### config.mk
export PLATFORM = sky130hd
export DESIGN_NAME = uart_rx_controller
export DESIGN_NICKNAME = d
export VERILOG_FILES = /design/src/rtl/uart_rx_controller.sv
export SDC_FILE = /design/constraint.sdc
export NUM_CORES = 1
export LEC_CHECK = 0
export ABC_AREA = 1
export CAP_MARGIN = 20
export CELL_PAD_IN_SITES_DETAIL_PLACEMENT = 1
export CELL_PAD_IN_SITES_GLOBAL_PLACEMENT = 2
export CORE_MARGIN = 1
export CORE_UTILIZATION = 29
export CTS_BUF_LIST = sky130_fd_sc_hd__clkbuf_4 sky130_fd_sc_hd__clkbuf_8
export DETAILED_ROUTE_END_ITERATION = 16
export GPL_TIMING_DRIVEN = 0
export PLACE_DENSITY_LB_ADDON = 0.1
export SLEW_MARGIN = 20
export SYNTH_ARGS = -nofsm -noshare
export SYNTH_HDL_FRONTEND = slang
export SYNTH_SLANG_ARGS = --single-unit
### constraint.sdc
create_clock -name clock -period 1.8 [get_ports clock]
set_input_delay 0.45 -clock clock [delete_from_list [all_inputs] [get_ports clock]]
set_output_delay 0.45 -clock clock [all_outputs]
set_load 0.03 [all_outputs]
### src/rtl/uart_rx_controller.sv
// Receive-side UART sequencer: oversamples the line, splits the frame into fields for the
// error checker, and captures byte plus checker verdict into a valid/ready output register.
module uart_rx_controller #(
  parameter int unsigned OVERSAMPLE = 16
) (
  input  logic       clock,
  input  logic       reset,
  input  logic       baud_tick,
  input  logic       rx_in,
  input  logic [1:0] parity_type,
  input  logic [2:0] error_flag,
  output logic [7:0] raw_data,
  output logic       parity_bit,
  output logic       start_bit,
  output logic       stop_bit,
  output logic       recieved_flag,
  output logic [7:0] rx_data,
  output logic [2:0] rx_error,
  output logic       rx_valid,
  input  logic       rx_ready,
  output logic       overrun,
  output logic       busy
);

  localparam int unsigned CntW = $clog2(OVERSAMPLE);
  localparam logic [CntW-1:0] TickFull = CntW'(OVERSAMPLE - 1);
  localparam logic [CntW-1:0] TickHalf = CntW'(OVERSAMPLE / 2 - 1);

  typedef enum logic [2:0] {StIdle, StStart, StData, StParity, StStop, StCheck} state_e;

  state_e          state_q, state_d;
  logic [CntW-1:0] tick_q, tick_d;
  logic [2:0]      bit_q, bit_d;
  logic [1:0]      par_type_q, par_type_d;
  logic [7:0]      raw_q, raw_d;
  logic            parity_bit_q, parity_bit_d;
  logic            start_bit_q, start_bit_d;
  logic            stop_bit_q, stop_bit_d;
  logic [7:0]      rx_data_q, rx_data_d;
  logic [2:0]      rx_error_q, rx_error_d;
  logic            rx_valid_q, rx_valid_d;
  logic            overrun_q, overrun_d;

  always_comb begin
    state_d      = state_q;
    tick_d       = tick_q;
    bit_d        = bit_q;
    par_type_d   = par_type_q;
    raw_d        = raw_q;
    parity_bit_d = parity_bit_q;
    start_bit_d  = start_bit_q;
    stop_bit_d   = stop_bit_q;
    rx_data_d    = rx_data_q;
    rx_error_d   = rx_error_q;
    rx_valid_d   = rx_valid_q;
    overrun_d    = overrun_q;

    if (rx_valid_q && rx_ready) rx_valid_d = 1'b0;

    unique case (state_q)
      StIdle: begin
        if (baud_tick && !rx_in) begin
          state_d    = StStart;
          tick_d     = '0;
          par_type_d = parity_type;
        end
      end
      StStart: begin
        if (baud_tick) begin
          if (tick_q == TickHalf) begin
            start_bit_d = rx_in;
            if (rx_in) begin
              state_d = StIdle;
            end else begin
              tick_d  = '0;
              bit_d   = '0;
              state_d = StData;
            end
          end else begin
            tick_d = tick_q + CntW'(1);
          end
        end
      end
      StData: begin
        if (baud_tick) begin
          if (tick_q == TickFull) begin
            tick_d       = '0;
            raw_d[bit_q] = rx_in;
            if (bit_q == 3'd7) begin
              if (par_type_q == 2'b01 || par_type_q == 2'b10) begin
                state_d = StParity;
              end else begin
                parity_bit_d = 1'b1;
                state_d      = StStop;
              end
            end else begin
              bit_d = bit_q + 3'd1;
            end
          end else begin
            tick_d = tick_q + CntW'(1);
          end
        end
      end
      StParity: begin
        if (baud_tick) begin
          if (tick_q == TickFull) begin
            tick_d       = '0;
            parity_bit_d = rx_in;
            state_d      = StStop;
          end else begin
            tick_d = tick_q + CntW'(1);
          end
        end
      end
      StStop: begin
        if (baud_tick) begin
          if (tick_q == TickFull) begin
            tick_d     = '0;
            stop_bit_d = rx_in;
            state_d    = StCheck;
          end else begin
            tick_d = tick_q + CntW'(1);
          end
        end
      end
      StCheck: begin
        state_d = StIdle;
        // Load only into an empty or just-drained register; otherwise drop and flag.
        if (!rx_valid_q || rx_ready) begin
          rx_data_d  = raw_q;
          rx_error_d = error_flag;
          rx_valid_d = 1'b1;
        end else begin
          overrun_d = 1'b1;
        end
      end
      default: state_d = StIdle;
    endcase
  end

  always_ff @(posedge clock) begin
    if (reset) begin
      state_q      <= StIdle;
      tick_q       <= '0;
      bit_q        <= '0;
      par_type_q   <= '0;
      raw_q        <= '0;
      parity_bit_q <= 1'b1;
      start_bit_q  <= 1'b0;
      stop_bit_q   <= 1'b1;
      rx_data_q    <= '0;
      rx_error_q   <= '0;
      rx_valid_q   <= 1'b0;
      overrun_q    <= 1'b0;
    end else begin
      state_q      <= state_d;
      tick_q       <= tick_d;
      bit_q        <= bit_d;
      par_type_q   <= par_type_d;
      raw_q        <= raw_d;
      parity_bit_q <= parity_bit_d;
      start_bit_q  <= start_bit_d;
      stop_bit_q   <= stop_bit_d;
      rx_data_q    <= rx_data_d;
      rx_error_q   <= rx_error_d;
      rx_valid_q   <= rx_valid_d;
      overrun_q    <= overrun_d;
    end
  end

  assign raw_data      = raw_q;
  assign parity_bit    = parity_bit_q;
  assign start_bit     = start_bit_q;
  assign stop_bit      = stop_bit_q;
  assign recieved_flag = (state_q == StCheck);
  assign rx_data       = rx_data_q;
  assign rx_error      = rx_error_q;
  assign rx_valid      = rx_valid_q;
  assign overrun       = overrun_q;
  assign busy          = (state_q != StIdle);

endmodule

-- Word-level counts from Yosys, hierarchy flattened
Index checks and enable logic that the tools add are counted.
- flip-flop bits (word level): 36
- input port bits: 10
- output and inout bits: 26
- add/subtract/negate cells: 2
- order comparisons: 2
- equal/unequal tests: 25
- multiplexer cells: 40
- bitwise gates (word level): 1
- reductions and logical operators: 23
- operators by type and width (operator ; number):
    3-bit 2-to-1 mux ; 17
    2-bit != test (second input constant) ; 13
    4-bit 2-to-1 mux ; 6
    3-bit one-hot mux with 5 select lines ; 1
    7-bit AND reduction ; 2
    4-bit one-hot mux with 3 select lines ; 1
    1-bit 2-to-1 mux ; 10
    10-bit AND reduction ; 1
    3-bit equality test (second input constant) ; 3
    3-bit AND reduction ; 3
    8-bit bitwise mux ; 1
    3-bit by 2-bit equality test with 1-bit output (second input constant) ; 2
    3-bit one-hot mux with 2 select lines ; 1
    2-bit AND reduction ; 3
    3-bit nonzero test ; 2
    5-bit AND reduction ; 1
    4-bit by 1-bit adder with 4-bit output (second input constant) ; 1
    4-bit by 3-bit equality test with 1-bit output (second input constant) ; 1
    4-bit equality test (second input constant) ; 1
    3-bit by 4-bit < comparator with 1-bit output (second input constant) ; 1
    2-bit nonzero test ; 2
    3-bit by 1-bit adder with 3-bit output (second input constant) ; 1
    1-bit demux with 3-bit select ; 1
    3-bit by 1-bit equality test with 1-bit output (second input constant) ; 1
    other kinds (13) ; 17

-- Logic depth before layout (Yosys ltp)
- word-level depth: 7
- mapped depth: 10
- depth with buffers taken out: 10

-- Worst setup path after synthesis
No wires, ideal clock.
- path kind: in2reg
- start point: in rx_in
- end point: reg tick_q[3]
- data arrival time: 1.355 ns
- required time: 1.687 ns
- path slack: 0.333 ns
- cell stages on the path: 9
- cells stage by stage: buf_2 -> inv_1 -> nand2_1 -> nand3_1 -> nand3_1 -> nor2_4 -> inv_1 -> nor2_1 -> nor2_1
- longest elaborated chain between the ends: 4
- elaborated cells between the ends (all ways): 5
- those cells by class: eq/ne: 2; reduce/logical: 3
- ends and longest elaborated chain (item ; RTL line ; source):
    start, declared ; 9 ; input logic rx_in,
    1-bit zero test ; 62 ; if (baud_tick && !rx_in) begin
    1-bit logical AND ; 62 ;
    2-bit != test (no line) ; -- ;
    5-bit AND reduction (no line) (*) ; -- ;
    end signal, assigned ; 157 ; tick_q <= tick_d;
    end, declared ; 32 ; logic [CntW-1:0] tick_q, tick_d;
Every way passes the cells marked *; elsewhere a longest branch is shown, timed or not.
A chain may end at the register's enable or synchronous reset.

-- Worst setup path in the final report
- start point: reg parity_bit_q, in the netlist parity_bit
- end point: out parity_bit
- RTL lines (item ; RTL line ; source):
    start, declared ; 36 ; logic parity_bit_q, parity_bit_d;
    start signal, assigned ; 161 ; parity_bit_q <= parity_bit_d;
    end, declared ; 13 ; output logic parity_bit,
No word-level cell between the ends.

==> flow_metrics.env <==
export IMPL_post_route_drc_count=0
export IMPL_fp_dieH_um=81.2
export IMPL_drive_gt1_share_pct=10.6
export IMPL_cts_buffer_depth=2
export IMPL_multi_input_area_sq_um=990
export IMPL_cpMaxStageDelayCell="clkdlybuf4s50_1"
export IMPL_fin_worst_skew_ps=2.38
export IMPL_grt_pass1_vias=1724
export IMPL_ant_nets=0
export IMPL_core_sq_um=5990
export IMPL_synthArstFlopShare_pct=0
export IMPL_synth_main_ff_cell="dfxtp_1"
export IMPL_critPathKind="reg -> out"
export IMPL_syn_inst=269
export IMPL_yosysWarningCount=0
export IMPL_start_util_pct=30.3
export IMPL_dieArea_sq_um=6590
export IMPL_powerDensity_nw_per_um2=1260
export IMPL_root_buffer="clkbuf_8"
export IMPL_seq_area_sq_um=722
export IMPL_cts_tree="built"
export IMPL_avgSynthCellArea_sq_um=6.75
export IMPL_h_tree_depth=2
export IMPL_synthXorXnorAreaFrac_pct=1.45
export IMPL_grt_overflow_total=0
export IMPL_slew_headroom_pct=65.0
export IMPL_diodes=0
export IMPL_critPathLaunchType="flip-flop"
export IMPL_yosysSeqAreaShare_pct=39.7
export IMPL_gp_congestion=0.793
export IMPL_grt_max_degree=12
export IMPL_hp_class="reg -> reg"
export IMPL_finalWorstPathRequiredPeriod_ps=1750
export IMPL_hold_worst_slack_ps=469
export IMPL_critPathTopFamily="buffers and inverters"
export IMPL_layout_commonest_cell="nor2_1"
export IMPL_num_vias=1798
export IMPL_synth_edff_count=0
export IMPL_maxSlewViolCount=0
export IMPL_clk_latency_ps=290
export IMPL_peakVddDrop_v=0.000415
export IMPL_worst_setup_path_end_kind="output port"
export IMPL_crit_required_ps=1350
export IMPL_dr_pass1_iters=4
export IMPL_synth_fa_ha_area_share_pct=2.07
export IMPL_drt_wl_total_um=4930
export IMPL_antenna_found_initial=0
export IMPL_synth_area_mux_share_pct=0
export IMPL_synthesis_area_sq_um=1820
export IMPL_crit_chain="clkdlybuf4s50_1"
export IMPL_nets=323
export IMPL_worstPathArrival_ps=1300
export IMPL_grt_pass1_wl_um=8450
export IMPL_cp_slowest_stage_delay_ps=670
export IMPL_io_buffers=33
export IMPL_post_route_util_pct=40.1
export IMPL_final_cell_mix="nor2_1, nand2_1, dfxtp_1, nand3_1, inv_1"
export IMPL_clkTransAtPathRegs_ps=70
export IMPL_cts_made_buffers=5
export IMPL_max_freq_ghz=0.573
export IMPL_power_w=0.00303
export IMPL_final_area_sq_um=2400
export IMPL_synth_top_family_by_area="simple AND/OR/NAND/NOR gates"
export IMPL_min_period_over_period_pct=97.0
export IMPL_synth_nets=282
export IMPL_num_rows=28
export IMPL_setup_violations=0
export IMPL_dpl_cell_area_sq_um=2240
export IMPL_ios=36
export IMPL_areaGrowthSynthToFinish_pct=32.3
export IMPL_drv_cap=0
export IMPL_hold_viol_final=0
export IMPL_rsz0062_at_grt="no"
export IMPL_final_cells=386
export IMPL_die_w_um=81.2
export IMPL_track_usage_pct=17.0
export IMPL_worst_pin_slew_ps=525
export IMPL_numClockSinks=36
export IMPL_ys_ff_latch=36
export IMPL_fill_cells=762
export IMPL_vias_per_cell=4.66
export IMPL_power_leakage_nw=1.21
export IMPL_path_max_fanout=2
export IMPL_status="complete, no violations"
export IMPL_critPathBufInv=1
export IMPL_synth_distinct_cells=26
export IMPL_wl_per_cell_um=12.8
export IMPL_dp_cells=377
export IMPL_drt_iter0_drc=75
export IMPL_dp_hpwl_um=3660
export IMPL_synthSimpleGateAreaFrac_pct=39.7
export IMPL_synth_compound_gate_area_share_pct=10.1
-- per-layer routing --
metal | up-vias | part of all wire (%) | global-route usage (%) | wire length, um
met5 | - | 0 | 0 | 0
met4 | 0 | 1.3 | 5.36 | 64
met3 | 6 | 3.3 | 4.04 | 162
met2 | 22 | 44 | 26.1 | 2160
met1 | 822 | 51 | 23.3 | 2540
li1 | 948 | - | - | -
-- registers in the layout, summed over array words and instances, names as in the netlist --
name        count
raw_data        8
rx_data         8
tick_q          4
bit_q           3
rx_error        3
state_q         3
par_type_q      2
overrun         1
parity_bit      1
rx_valid        1
start_bit       1
stop_bit        1
-- cell usage after synthesis (2+ instances only) --
cell type,number,area (sq um)
inv_1,20,75.1
nor2_4,3,33.8
nor2_2,6,37.5
clkbuf_1,5,18.8
nor2_1,59,221
o21ai_0,16,80.1
nand4_1,7,43.8
xor2_1,2,17.5
a21oi_1,15,75.1
nand2_2,2,12.5
nand3_1,25,125
buf_2,3,15.0
dfxtp_1,36,721
buf_4,2,15.0
nand2_1,55,206
ha_1,3,37.5
-- worst paths after layout --
check	startpoint	endpoint	slack (ps)	cells past startpoint
max	parity_bit$_SDFFE_PP1P_	parity_bit	50	1
max reg2reg	bit_q[1]$_SDFFE_PP0P_	bit_q[2]$_SDFFE_PP0P_	170	10
min reg2reg	overrun$_SDFFE_PP0P_	overrun$_SDFFE_PP0P_	470	2
min	overrun$_SDFFE_PP0P_	overrun$_SDFFE_PP0P_	470	2
-- stage by stage --
step           setup TNS (ps)  worst slack [ps]
6_report                    0              53.5
5_1_grt                     0             0.440
4_1_cts                     0              2.81
3_5_place_dp            -4950              -311
2_1_floorplan               0               333
3_3_place_gp            -4970              -303
-- cell families (layout without fill, tap and decap cells) --
| group | Yosys count | in the layout |
|---|---|---|
| simple gates | 161 | 161 |
| flops | 36 | 36 |
| compound gates | 35 | 35 |
| buf+inv | 31 | 73 |
| fa+ha+maj | 3 | 3 |
| xor+xnor | 3 | 3 |
-- cell type report --
| class | count | share of cell area [%] |
|---|---|---|
| clock buffer | 6 | 3.18 |
| multi-input combinational | 202 | 41.2 |
| inverter | 21 | 3.28 |
| buffer | 10 | 2.03 |
| tap | 75 | 3.90 |
| sequential | 36 | 30.0 |
| clock inverter | 2 | 1.46 |
| timing repair buffer | 34 | 14.9 |
-- what timing repair did --
action | in CTS | in global routing
buffers inserted | 0 | 1
resized for setup | 12 | 18
hold buffers | 0 | 0
pin swaps | 0 | 1
endpoints found under the setup margin | 6 | 23
cloned | 0 | 0
-- report_power, final --
group / total, W / internal [W] / leakage [nW] / switching (W)
clock network: 0.000725 / 0.000426 / 0.0586 / 0.000299
logic: 0.00128 / 0.000456 / 0.855 / 0.000823
registers: 0.00103 / 0.000919 / 0.293 / 0.000106
total: 0.00303 / 0.00180 / 1.21 / 0.00123
(Power assumes the default switching activity.)
